[src/rtl/seq_shift_rotate_if.sv]
// Handshake bundle for the multi-cycle shift/rotate unit: operand/command
// channel in, result channel out, plus the synchronous abort.
interface seq_shift_rotate_if #(
  parameter int WIDTH = 32,
  parameter int SHW   = $clog2(WIDTH)
);
  logic             in_valid;
  logic             in_ready;
  logic [WIDTH-1:0] in_data;
  logic [SHW-1:0]   in_shamt;
  logic [2:0]       in_mode;
  logic             abort;
  logic             out_valid;
  logic             out_ready;
  logic [WIDTH-1:0] out_data;
  logic             out_zero;
  logic             out_err;

  // Requester side: issues operations and consumes results.
  modport master (
    output in_valid, in_data, in_shamt, in_mode, abort, out_ready,
    input  in_ready, out_valid, out_data, out_zero, out_err
  );

  // Shifter side.
  modport slave (
    input  in_valid, in_data, in_shamt, in_mode, abort, out_ready,
    output in_ready, out_valid, out_data, out_zero, out_err
  );
endinterface

[src/rtl/seq_shift_rotate.sv]
// Multi-cycle shift/rotate unit. Performs at most MAX_STEP bit positions per
// clock, iterating until the requested amount is consumed, then holds the
// result until the consumer takes it. One operation in flight at a time.
module seq_shift_rotate #(
  parameter int WIDTH    = 32,
  parameter int MAX_STEP = 3
) (
  input logic              clk,
  input logic              rst_n,
  seq_shift_rotate_if.slave bus
);
  localparam int SHW = $clog2(WIDTH);

  localparam logic [2:0] MODE_SLL = 3'd0;
  localparam logic [2:0] MODE_SRL = 3'd1;
  localparam logic [2:0] MODE_SRA = 3'd2;
  localparam logic [2:0] MODE_ROL = 3'd3;
  localparam logic [2:0] MODE_ROR = 3'd4;

  localparam logic [SHW-1:0] MAX_STEP_L = SHW'(MAX_STEP);
  localparam logic [SHW:0]   WIDTH_L    = (SHW+1)'(WIDTH);

  typedef enum logic [1:0] {IDLE, SHIFT, HOLD} state_t;

  state_t           state_q, state_d;
  logic [WIDTH-1:0] data_q,  data_d;
  logic [SHW-1:0]   rem_q,   rem_d;
  logic [2:0]       mode_q,  mode_d;
  logic             sign_q,  sign_d;
  logic             err_q,   err_d;

  logic [SHW-1:0]   step;

  // Positions to move this cycle: whatever remains, capped at MAX_STEP.
  function automatic logic [SHW-1:0] step_amount(input logic [SHW-1:0] rem);
    step_amount = (rem < MAX_STEP_L) ? rem : MAX_STEP_L;
  endfunction

  // One partial shift/rotate by k positions. SRA fills from the sign captured
  // at accept so the fill is right regardless of the intermediate MSB.
  function automatic logic [WIDTH-1:0] step_op(input logic [WIDTH-1:0] d,
                                               input logic [2:0]       m,
                                               input logic [SHW-1:0]   k,
                                               input logic             sgn);
    logic [WIDTH-1:0] fill;
    logic [SHW:0]     back;
    fill = sgn ? ~({WIDTH{1'b1}} >> k) : '0;
    back = WIDTH_L - {1'b0, k};
    case (m)
      MODE_SLL: step_op = d << k;
      MODE_SRL: step_op = d >> k;
      MODE_SRA: step_op = (d >> k) | fill;
      MODE_ROL: step_op = (d << k) | (d >> back);
      MODE_ROR: step_op = (d >> k) | (d << back);
      default:  step_op = d;
    endcase
  endfunction

  function automatic logic is_reserved(input logic [2:0] m);
    is_reserved = (m > MODE_ROR);
  endfunction

  assign step = step_amount(rem_q);

  // State and datapath registers; reset clears everything so no stale result
  // can ever be presented.
  always_ff @(posedge clk or negedge rst_n) begin
    if (!rst_n) begin
      state_q <= IDLE;
      data_q  <= '0;
      rem_q   <= '0;
      mode_q  <= '0;
      sign_q  <= 1'b0;
      err_q   <= 1'b0;
    end else begin
      state_q <= state_d;
      data_q  <= data_d;
      rem_q   <= rem_d;
      mode_q  <= mode_d;
      sign_q  <= sign_d;
      err_q   <= err_d;
    end
  end

  // Next-state logic: accept in IDLE, iterate in SHIFT, wait for the consumer
  // in HOLD; abort wins over any handshake in the same cycle.
  always_comb begin
    state_d = state_q;
    data_d  = data_q;
    rem_d   = rem_q;
    mode_d  = mode_q;
    sign_d  = sign_q;
    err_d   = err_q;
    if (bus.abort) begin
      state_d = IDLE;
    end else begin
      case (state_q)
        IDLE: begin
          if (bus.in_valid) begin
            data_d = bus.in_data;
            mode_d = bus.in_mode;
            rem_d  = bus.in_shamt;
            sign_d = bus.in_data[WIDTH-1];
            err_d  = is_reserved(bus.in_mode);
            if (bus.in_shamt == '0 || is_reserved(bus.in_mode)) begin
              state_d = HOLD;
            end else begin
              state_d = SHIFT;
            end
          end
        end
        SHIFT: begin
          data_d = step_op(data_q, mode_q, step, sign_q);
          rem_d  = rem_q - step;
          if (rem_q == step) begin
            state_d = HOLD;
          end
        end
        HOLD: begin
          if (bus.out_ready) begin
            state_d = IDLE;
          end
        end
        default: state_d = IDLE;
      endcase
    end
  end

  assign bus.in_ready  = (state_q == IDLE);
  assign bus.out_valid = (state_q == HOLD);
  assign bus.out_data  = data_q;
  assign bus.out_zero  = (state_q == HOLD) && (data_q == '0);
  assign bus.out_err   = (state_q == HOLD) && err_q;

endmodule
[src/flat_wrapper.sv]
// flat-port wrapper written by rule: the top's interface ports become plain ports
module seq_shift_rotate_flat 
#(
  parameter int WIDTH    = 32,
  parameter int MAX_STEP = 3
)
  (clk, rst_n, bus_in_valid, bus_in_data, bus_in_shamt, bus_in_mode, bus_abort, bus_out_ready, bus_in_ready, bus_out_valid, bus_out_data, bus_out_zero, bus_out_err);
  seq_shift_rotate_if #(.WIDTH(WIDTH)) bus_i ();
  input logic clk;
  input logic rst_n;
  input wire logic [$bits(bus_i.in_valid)-1:0] bus_in_valid;
  input wire logic [$bits(bus_i.in_data)-1:0] bus_in_data;
  input wire logic [$bits(bus_i.in_shamt)-1:0] bus_in_shamt;
  input wire logic [$bits(bus_i.in_mode)-1:0] bus_in_mode;
  input wire logic [$bits(bus_i.abort)-1:0] bus_abort;
  input wire logic [$bits(bus_i.out_ready)-1:0] bus_out_ready;
  output wire logic [$bits(bus_i.in_ready)-1:0] bus_in_ready;
  output wire logic [$bits(bus_i.out_valid)-1:0] bus_out_valid;
  output wire logic [$bits(bus_i.out_data)-1:0] bus_out_data;
  output wire logic [$bits(bus_i.out_zero)-1:0] bus_out_zero;
  output wire logic [$bits(bus_i.out_err)-1:0] bus_out_err;
  assign bus_i.in_valid = bus_in_valid;
  assign bus_i.in_data = bus_in_data;
  assign bus_i.in_shamt = bus_in_shamt;
  assign bus_i.in_mode = bus_in_mode;
  assign bus_i.abort = bus_abort;
  assign bus_i.out_ready = bus_out_ready;
  assign bus_in_ready = bus_i.in_ready;
  assign bus_out_valid = bus_i.out_valid;
  assign bus_out_data = bus_i.out_data;
  assign bus_out_zero = bus_i.out_zero;
  assign bus_out_err = bus_i.out_err;
  seq_shift_rotate #(.WIDTH(WIDTH), .MAX_STEP(MAX_STEP)) u_core (.clk(clk), .rst_n(rst_n), .bus(bus_i));
endmodule
[config.mk]
export PLATFORM = sky130hd
export DESIGN_NAME = seq_shift_rotate_flat
export DESIGN_NICKNAME = d
export VERILOG_FILES = /design/src/rtl/seq_shift_rotate_if.sv /design/src/rtl/seq_shift_rotate.sv /design/src/flat_wrapper.sv
export SDC_FILE = /design/constraint.sdc
export NUM_CORES = 1
export LEC_CHECK = 0
export CORE_MARGIN = 2
export CORE_UTILIZATION = 30
export CTS_BUF_LIST = sky130_fd_sc_hd__clkbuf_8
export CTS_CLUSTER_SIZE = 25
export DETAILED_ROUTE_END_ITERATION = 8
export DONT_BUFFER_PORTS = 1
export GPL_TIMING_DRIVEN = 0
export HOLD_SLACK_MARGIN = 0.05
export RECOVER_POWER = 50
export SKIP_LAST_GASP = 1
export SLEW_MARGIN = 20
export SYNTH_ARGS = -nofsm -noshare
export SYNTH_HDL_FRONTEND = slang
export SYNTH_SLANG_ARGS = --single-unit
export TNS_END_PERCENT = 100
[constraint.sdc]
create_clock -name clk -period 8.7 [get_ports clk]
set_input_delay 2.61 -clock clk [delete_from_list [all_inputs] [get_ports clk]]
set_output_delay 2.61 -clock clk [all_outputs]
set_load 0.01 [all_outputs]
After elaboration in Yosys (flattened, before gate mapping)
Index checks and enable logic that the tools add are counted.
{"block": "classes", "n_lt_le_gt_ge": 2, "addsub": 2, "eq_ne": 12, "bitwise_logic": 5, "shifts": 5, "reduce_logical": 12, "n_mux": 13}
{"operator": "$pmux 32 s5", "count": 1}
{"operator": "$or 32x32->32", "count": 3}
{"operator": "$mux 32", "count": 2}
{"operator": "$pmux 32 s2", "count": 1}
{"operator": "$logic_not 32->1", "count": 1}
{"operator": "$not 32->32", "count": 1}
{"operator": "$shl 32x5->32", "count": 1}
{"operator": "$shl 32x6->32", "count": 1}
{"operator": "$shr 32x5->32", "count": 1}
{"operator": "$shr 32x5->32 const A", "count": 1}
{"operator": "$shr 32x6->32", "count": 1}
{"operator": "$mux 2", "count": 5}
{"operator": "$mux 5", "count": 2}
{"operator": "$pmux 5 s2", "count": 1}
{"operator": "$reduce_and 3->1", "count": 3}
{"operator": "$eq 3x2->1 const B", "count": 2}
{"operator": "$ne 3x3->1 const B", "count": 2}
{"operator": "$ne 6x6->1 const B", "count": 1}
{"operator": "$pmux 2 s3", "count": 1}
{"operator": "$sub 6x5->6 const A", "count": 1}
{"operator": "$eq 5x5->1", "count": 1}
{"operator": "$logic_not 5->1", "count": 1}
{"operator": "$lt 5x2->1 const B", "count": 1}
{"operator": "$sub 5x5->5", "count": 1}
{"operator": "14 further kinds", "count": 15}
{"block": "totals", "ff_bits": 44, "input_bits": 45, "out_inout_bits": 36, "word_cells": 57}

Depth between registers and ports, before layout
Gate-level depths: netlist of run 1.
{"block": "depth", "depth_word": 8, "mapped_depth": 18}

Worst setup path after synthesis of run 1
OpenSTA, ideal clock, no wires.
{"block": "synth_path", "path_type": "reg2reg", "startpoint": "register u_core.rem_q[2]", "endpoint": "register u_core.data_q[29], in the netlist u_core.bus.out_data[29]", "path_slack_ps": 4056, "period_less_slack_ps": 4644, "required_time_ps": 8606, "arrival_ps": 4550, "n_path_buf": 7, "path_stages_with_launch": 19, "setup_time_ps": 94, "path_cell_list": "dfrtp_1 > nor3_1 > nand2b_1 > clkbuf_1 > inv_2 > buf_1 > clkbuf_1 > ha_1 > clkbuf_1 > inv_1 > clkbuf_1 > ha_1 > inv_1 > clkbuf_1 > buf_1 > mux4_2 > a21oi_1 > o21ai_0 > a211oi_1"}
{"block": "synth_between", "elab_chain_cells": 8, "word_cells_on_any_way": 15, "cone_classes": "add/sub (1); order compare (1); shift (5); mux (4); bitwise (4)"}
{"element": "start, declared", "line_no": "seq_shift_rotate.sv:27", "text": "logic [SHW-1:0] rem_q, rem_d;"}
{"element": "start signal, assigned", "line_no": "seq_shift_rotate.sv:78", "text": "rem_q <= rem_d;"}
{"element": "$lt 5x2->1", "line_no": "seq_shift_rotate.sv:36", "text": "step_amount = (rem < MAX_STEP_L) ? rem : MAX_STEP_L;"}
{"element": "$mux 5 *", "line_no": "seq_shift_rotate.sv:36"}
{"element": "branches (longest 4 deep; another with $sub 6x5->6)"}
{"element": "$pmux 32 s5 *", "line_no": "seq_shift_rotate.sv:49", "text": "case (m)"}
{"element": "$pmux 32 s2 *", "line_no": "seq_shift_rotate.sv:97", "text": "case (state_q)"}
{"element": "end signal, assigned", "line_no": "seq_shift_rotate.sv:77", "text": "data_q <= data_d;"}
{"element": "end, declared", "line_no": "seq_shift_rotate.sv:26", "text": "logic [WIDTH-1:0] data_q, data_d;"}
Every way passes the cells marked *.
A chain may end at the register's enable or synchronous reset.

Worst setup path after layout of run 1
Ends and elaborated chain as after synthesis.

==> results of run 1 <==
[routing by layer]
layer  GRT usage (%)  vias up  wire length (um)
met2            45.5      693             12900
met3            8.59      155              4350
li1                -     2853                 -
met4            16.7        0              2170
met5               0        -                 0
met1            41.5     3213             12200
[power by group]
| part | switching [uW] | internal, uW |
|---|---|---|
| registers | 195 | 294 |
| logic | 1640 | 753 |
| clock network | 92.4 | 54.8 |
[cell usage after synthesis (3+ instances only)]
cell type	n
a211o_1	4
a211oi_1	13
a21oi_1	71
a221oi_1	5
a22oi_1	9
a31oi_1	23
and3_1	6
buf_1	5
buf_2	10
clkbuf_1	63
dfrtp_1	44
ha_1	5
inv_1	3
mux2_2	3
mux2i_1	96
mux4_2	13
nand2_1	105
nand2b_1	5
nand3_1	17
nand3b_1	3
nand4_1	6
nor2_1	55
nor2b_1	3
nor3_1	22
nor4_1	13
o211ai_1	9
o21a_1	4
o21ai_0	44
o21ai_1	4
o22a_1	3
o22ai_1	13
o2bb2ai_1	4
o32ai_1	3
or2_2	5
or3_1	12
[cell type report]
class | count | area [um^2]
buffer | 83 | 342
clock buffer | 5 | 68.8
clock inverter | 2 | 12.5
fill | 2007 | 12500
inverter | 6 | 35.0
multi-input combinational | 625 | 4140
sequential | 44 | 1100
tap | 234 | 293
[worst paths after layout]
| check | from | endpoint | slack (ns) | depth (start not counted) |
|---|---|---|---|---|
| setup / recovery | u_core.rem_q[2] | u_core.bus.out_data[29] | 1.72 | 18 |
| hold / removal | u_core.err_q | u_core.err_q | 0.50 | 1 |
| setup reg to reg | u_core.rem_q[2] | u_core.bus.out_data[29] | 1.72 | 18 |
| hold reg to reg | u_core.err_q | u_core.err_q | 0.50 | 1 |
| max in group asynchronous | rst_n | u_core.bus.out_data[12] | 6.65 | 0 |
| min in group asynchronous | rst_n | u_core.bus.out_data[29] | 1.95 | 0 |
[worst register-to-register path, stage by stage (launching register included)]
cell	delay, ns
dfrtp_1	0.45
nor3_1	0.46
nand2b_1	0.10
clkbuf_1	0.32
inv_2	0.35
buf_1	0.62
clkbuf_1	0.47
ha_1	0.27
clkbuf_1	0.40
inv_1	0.14
clkbuf_1	0.29
ha_1	0.48
inv_1	0.18
clkbuf_1	0.62
buf_1	0.74
mux4_2	0.42
a21oi_1	0.15
o21ai_0	0.16
a211oi_1	0.30
[cell families (layout without fill, tap and decap cells)]
| kind of cell | count (synthesis) | after routing | share of synthesized area, % |
|---|---|---|---|
| flip-flops | 44 | 44 | 19.6 |
| AND/OR/NAND/NOR | 262 | 262 | 21.5 |
| multiplexers | 113 | 113 | 23.1 |
| buffers and inverters | 89 | 96 | 6.71 |
| adder cells (fa/ha/maj) | 5 | 5 | 1.11 |
| XOR/XNOR | 3 | 3 | 0.468 |
| other | 2 | 2 | 0.134 |
| AO/OA/AOI/OAI | 240 | 240 | 27.3 |
[through the flow]
| stage | cell area, um^2 | total power [uW] |
|---|---|---|
| 2_1_floorplan | 5610 | 1940 |
| 3_3_place_gp | 5910 | 2760 |
| 3_5_place_dp | 5910 | 2720 |
| 4_1_cts | 5990 | 2870 |
| 5_1_grt | 5990 | 3100 |
| 6_report | 5990 | 3030 |
[state kept, by name (all words and copies together) (netlist names)]
register,cells
u_core.bus.out_data,32
u_core.err_q,1
u_core.mode_q,3
u_core.rem_q,5
u_core.sign_q,1
u_core.state_q,2
==> flow_summary.yaml, run 1 <==
grt:
  grt_pass1_vias: 6527
  antenna_found_initial: 0
  gr-total-overflow: 0
  grt_pass1_wl_um: 45400
  grt_usage_pct: 31.1
  grt_max_degree: 45
worst_setup_path:
  cp_num_buf_inv: 10
  crit_required_ns: 8.95
  endpoint_kind: "flop"
  cp.arrival_ns: 7.23
  crit_chain: "nor3_1 > nand2b_1 > clkbuf_1 > inv_2 > buf_1 > clkbuf_1 > ha_1 > clkbuf_1 > inv_1 > clkbuf_1 > ha_1 > inv_1 > clkbuf_1 > buf_1 > mux4_2 > a21oi_1 > o21ai_0 > a211oi_1"
  critPathKind: "reg2reg"
  timing.critical_path.from_type: "flop"
  path_delay_family: "buffers and inverters"
  crit_path_top_delay_cell: "buf_1"
  cpPeakStageDelay_ns: 0.73
  crit_fanout: 10
  crit_top_cell: "clkbuf_1"
placement:
  place_inst: 992
  portBuffers: 0
  place_ws_ns: 2.02
  place_congestion: 1.10
  hpwl_um: 23300
synthesis:
  synthArstFlopShare_pct: 100
  postSynthAreaPerCell_um2: 7.40
  synthFlopType: "dfrtp_1"
  synth_top_cell_by_area: "dfrtp_1"
  synth-warning-count: 0
  netlist_area_um2: 5610
  synthTopCellsByArea: "dfrtp_1 20%, mux2i_1 17%, nand2_1 7.0%"
  ys_types: 74
  synth_edf_count: 0
  syn_inst: 758
  synth_top_area_share_pct: 19.6
  yosys_register_bits: 44
  synth_seq_area_share_pct: 19.6
  syn_nets: 808
route:
  routed_wl_um: 31600
  post_drt_via_cell_ratio: 6.92
  drt-pass1-iter-count: 7
  ant_nets: 0
  routedWlPerCell_um: 31.6
  route.detailed.drc: 0
  drt_iter0_markers: 1202
  routed-via-count: 6914
clock_tree:
  numCtsBuffers: 5
  cts-resized-gates: 0
  cts_root_buf: "clkbuf_8"
  clkTransAtPathRegs_ns: 0.10
  cts_tree: "yes"
  cts_hold_buffers: 0
  clkLatencyLatePin_ns: 0.35
  post_cts_buffers: 0
  cts.sinks: 44
  cts_max_path_buffers: 2
  ctsHtreeMaxLevel: 2
layout:
  final_cells: 999
  drive_gt1_share_pct: 6.14
  finalCoreUtilization_pct: 32.3
  syn_to_final_growth_pct: 6.67
  final_common_cell: "nand2_1"
  final_cell_mix: "105 x nand2_1, 96 x mux2i_1, 71 x a21oi_1"
  fin_nets: 815
  n_antenna_cell: 0
die:
  start_util_pct: 30.3
  die_width_um: 141
  core_area_um2: 18500
  die_area_um2: 19800
  dieHeight_um: 141
  pin_count: 81
  num_rows: 50
sta:
  worstMarginPinSlew_ns: 1.07
  min_period_over_period_pct: 80.2
  setup_viol: 0
  clock_skew_ns: 0.0103
  rsz0062_at_grt: "no"
  tns_ns: 0
  finalWorstSetupSlack_ns: 1.72
  hold_ws_ns: 0.504
  hold_viol: 0
  fin_crit_ns: 6.98
  slew-limit-headroom_pct: 26.8
  slew_violations: 0
  fmax_mhz: 143
power:
  irDropWorstVdd_mv: 0.157
  powerDensity_nw_per_um2: 505
  p_leak_uw: 0.00231
hold_path:
  hold_class: "reg2reg"
status:
  status: "complete, no violations"
run:
  maxCapViolations: 0
Note: power is estimated with default switching activity, not from simulation.
==> run 2, diff against run 1 <==
Clock period 8.7 ns to 6.55 ns, I/O delays scaled along.
==> flow_summary.yaml, run 2 (synthesis gave the netlist of run 1 again) <==
status:
  status: "complete, no violations"
grt:
  gr-total-overflow: 0
  grt_pass1_vias: 6537
  grt_max_degree: 45
  use_met2_pct: 45.6
  met3_usage_pct: 8.97
  grt.busiest_layer: "met2"
  use_met1_pct: 41.2
  antenna_found_initial: 0
  grt_usage_pct: 31.0
  grt_pass1_wl_um: 45200
layout:
  final_cells: 997
  n_antenna_cell: 0
  drive_gt1_share_pct: 6.42
  final_cell_mix: "105 x nand2_1, 96 x mux2i_1, 71 x a21oi_1"
  final_common_cell: "nand2_1"
  syn_to_final_growth_pct: 6.58
  fin_nets: 813
  largest_reg_flops: 32
worst_setup_path:
  endpoint_kind: "flop"
  cp.arrival_ns: 6.25
  cp-endpoint: "u_core.bus.out_data[16]"
  crit_path_top_delay_cell: "clkbuf_1"
  cpPeakStageDelay_ns: 0.75
  crit_chain: "or4_1 > buf_6 > buf_2 > buf_2 > clkbuf_1 > clkbuf_1 > ha_1 > clkbuf_1 > clkinv_1 > clkbuf_1 > clkbuf_1 > mux2i_1 > o221ai_1 > o221a_2"
  regToRegEndpoint: "u_core.bus.out_data[16]"
  crit_top_cell: "clkbuf_1"
  reg2reg_from: "u_core.rem_q[2]"
  critPathKind: "reg2reg"
  worstRegToRegCells: 14
  startpoint: "u_core.rem_q[2]"
  crit_fanout: 10
  r2r_setup_slack_ns: 0.58
  timing.critical_path.from_type: "flop"
  crit_required_ns: 6.83
sta:
  fmax_mhz: 168
  slew-limit-headroom_pct: 23.8
  clock_skew_ns: 0.0100
  tns_ns: 0
  fin_crit_ns: 5.97
  slew_violations: 0
  setup_viol: 0
  min_period_over_period_pct: 91.1
  hold_viol: 0
  rsz0062_at_grt: "no"
  worstMarginPinSlew_ns: 1.14
placement:
  hpwl_um: 23300
  portBuffers: 0
  place_inst: 992
  place_congestion: 1.10
clock_tree:
  cts_hold_buffers: 0
  cts.sinks: 44
  numCtsBuffers: 5
  cts_root_buf: "clkbuf_8"
  clkLatencyLatePin_ns: 0.34
  post_cts_buffers: 0
  clkTransAtPathRegs_ns: 0.09
  cts-resized-gates: 2
  cts_tree: "yes"
  ctsHtreeMaxLevel: 2
  cts_max_path_buffers: 2
die:
  dieHeight_um: 141
  start_util_pct: 30.3
  die_area_um2: 19800
  core_area_um2: 18500
  die_width_um: 141
  pin_count: 81
  num_rows: 50
route:
  drt-pass1-iter-count: 9
  routed-via-count: 6936
  post_drt_via_cell_ratio: 6.96
  drt_iter0_markers: 1206
  routedWlPerCell_um: 31.5
  route.detailed.drc: 0
  routed_wl_um: 31400
  ant_nets: 0
power:
  powerDensity_nw_per_um2: 670
  p_leak_uw: 0.00231
  irDropWorstVdd_mv: 0.212
  p_total_uw: 4010
run:
  maxCapViolations: 0
hold_path:
  hold_class: "reg2reg"
run 2: metal layers:
layer	share of wire (%)	vias up
met3	13	156
met5	0	-
met2	41	655
li1	-	2868
met1	39	3257
met4	6.4	0
run 2: layout make-up:
cell class	count	area, um^2
multi-input combinational	625	4140
tap	234	293
buffer	81	337
inverter	6	35.0
clock buffer	5	68.8
sequential	44	1100
clock inverter	2	12.5
fill	2006	12500
run 2: how the worst min path moves through the flow:
| stage | startpoint | endpoint | cells after the start |
|---|---|---|---|
| 2_1_floorplan | u_core.err_q | u_core.err_q | 1 |
| 3_3_place_gp | u_core.err_q | u_core.err_q | 1 |
| 3_5_place_dp | u_core.err_q | u_core.err_q | 1 |
| 4_1_cts | u_core.err_q | u_core.err_q | 1 |
| 5_1_grt | u_core.err_q | u_core.err_q | 1 |
| 6_report | u_core.err_q | u_core.err_q | 1 |
run 2: stage by stage:
stage,hold slack (ns),util (%),setup slack (ns),instance area (um^2)
finish,0.503,32.3,0.582,5980
global route,0.530,32.3,0.364,5980
CTS,0.509,32.3,0.114,5990
detailed placement,0.486,31.9,-0.131,5910
global placement,0.481,31.9,-0.266,5910
floorplan,0.471,-,1.91,5610
run 2: critical path: cells and delay by family, from the launching register on:
kind                       cells  cell delay [ns]
buffers and inverters          9             4.13
AOI/OAI and AO/OA              2             0.57
DFF                            1             0.46
adders and majority gates      1             0.32
muxes                          1             0.24
and+or+nand+nor                1             0.16
run 2: power breakdown:
part,internal [uW],switching [uW]
clock network,72.7,117
logic,999,2170
registers,390,261
total,1460,2550
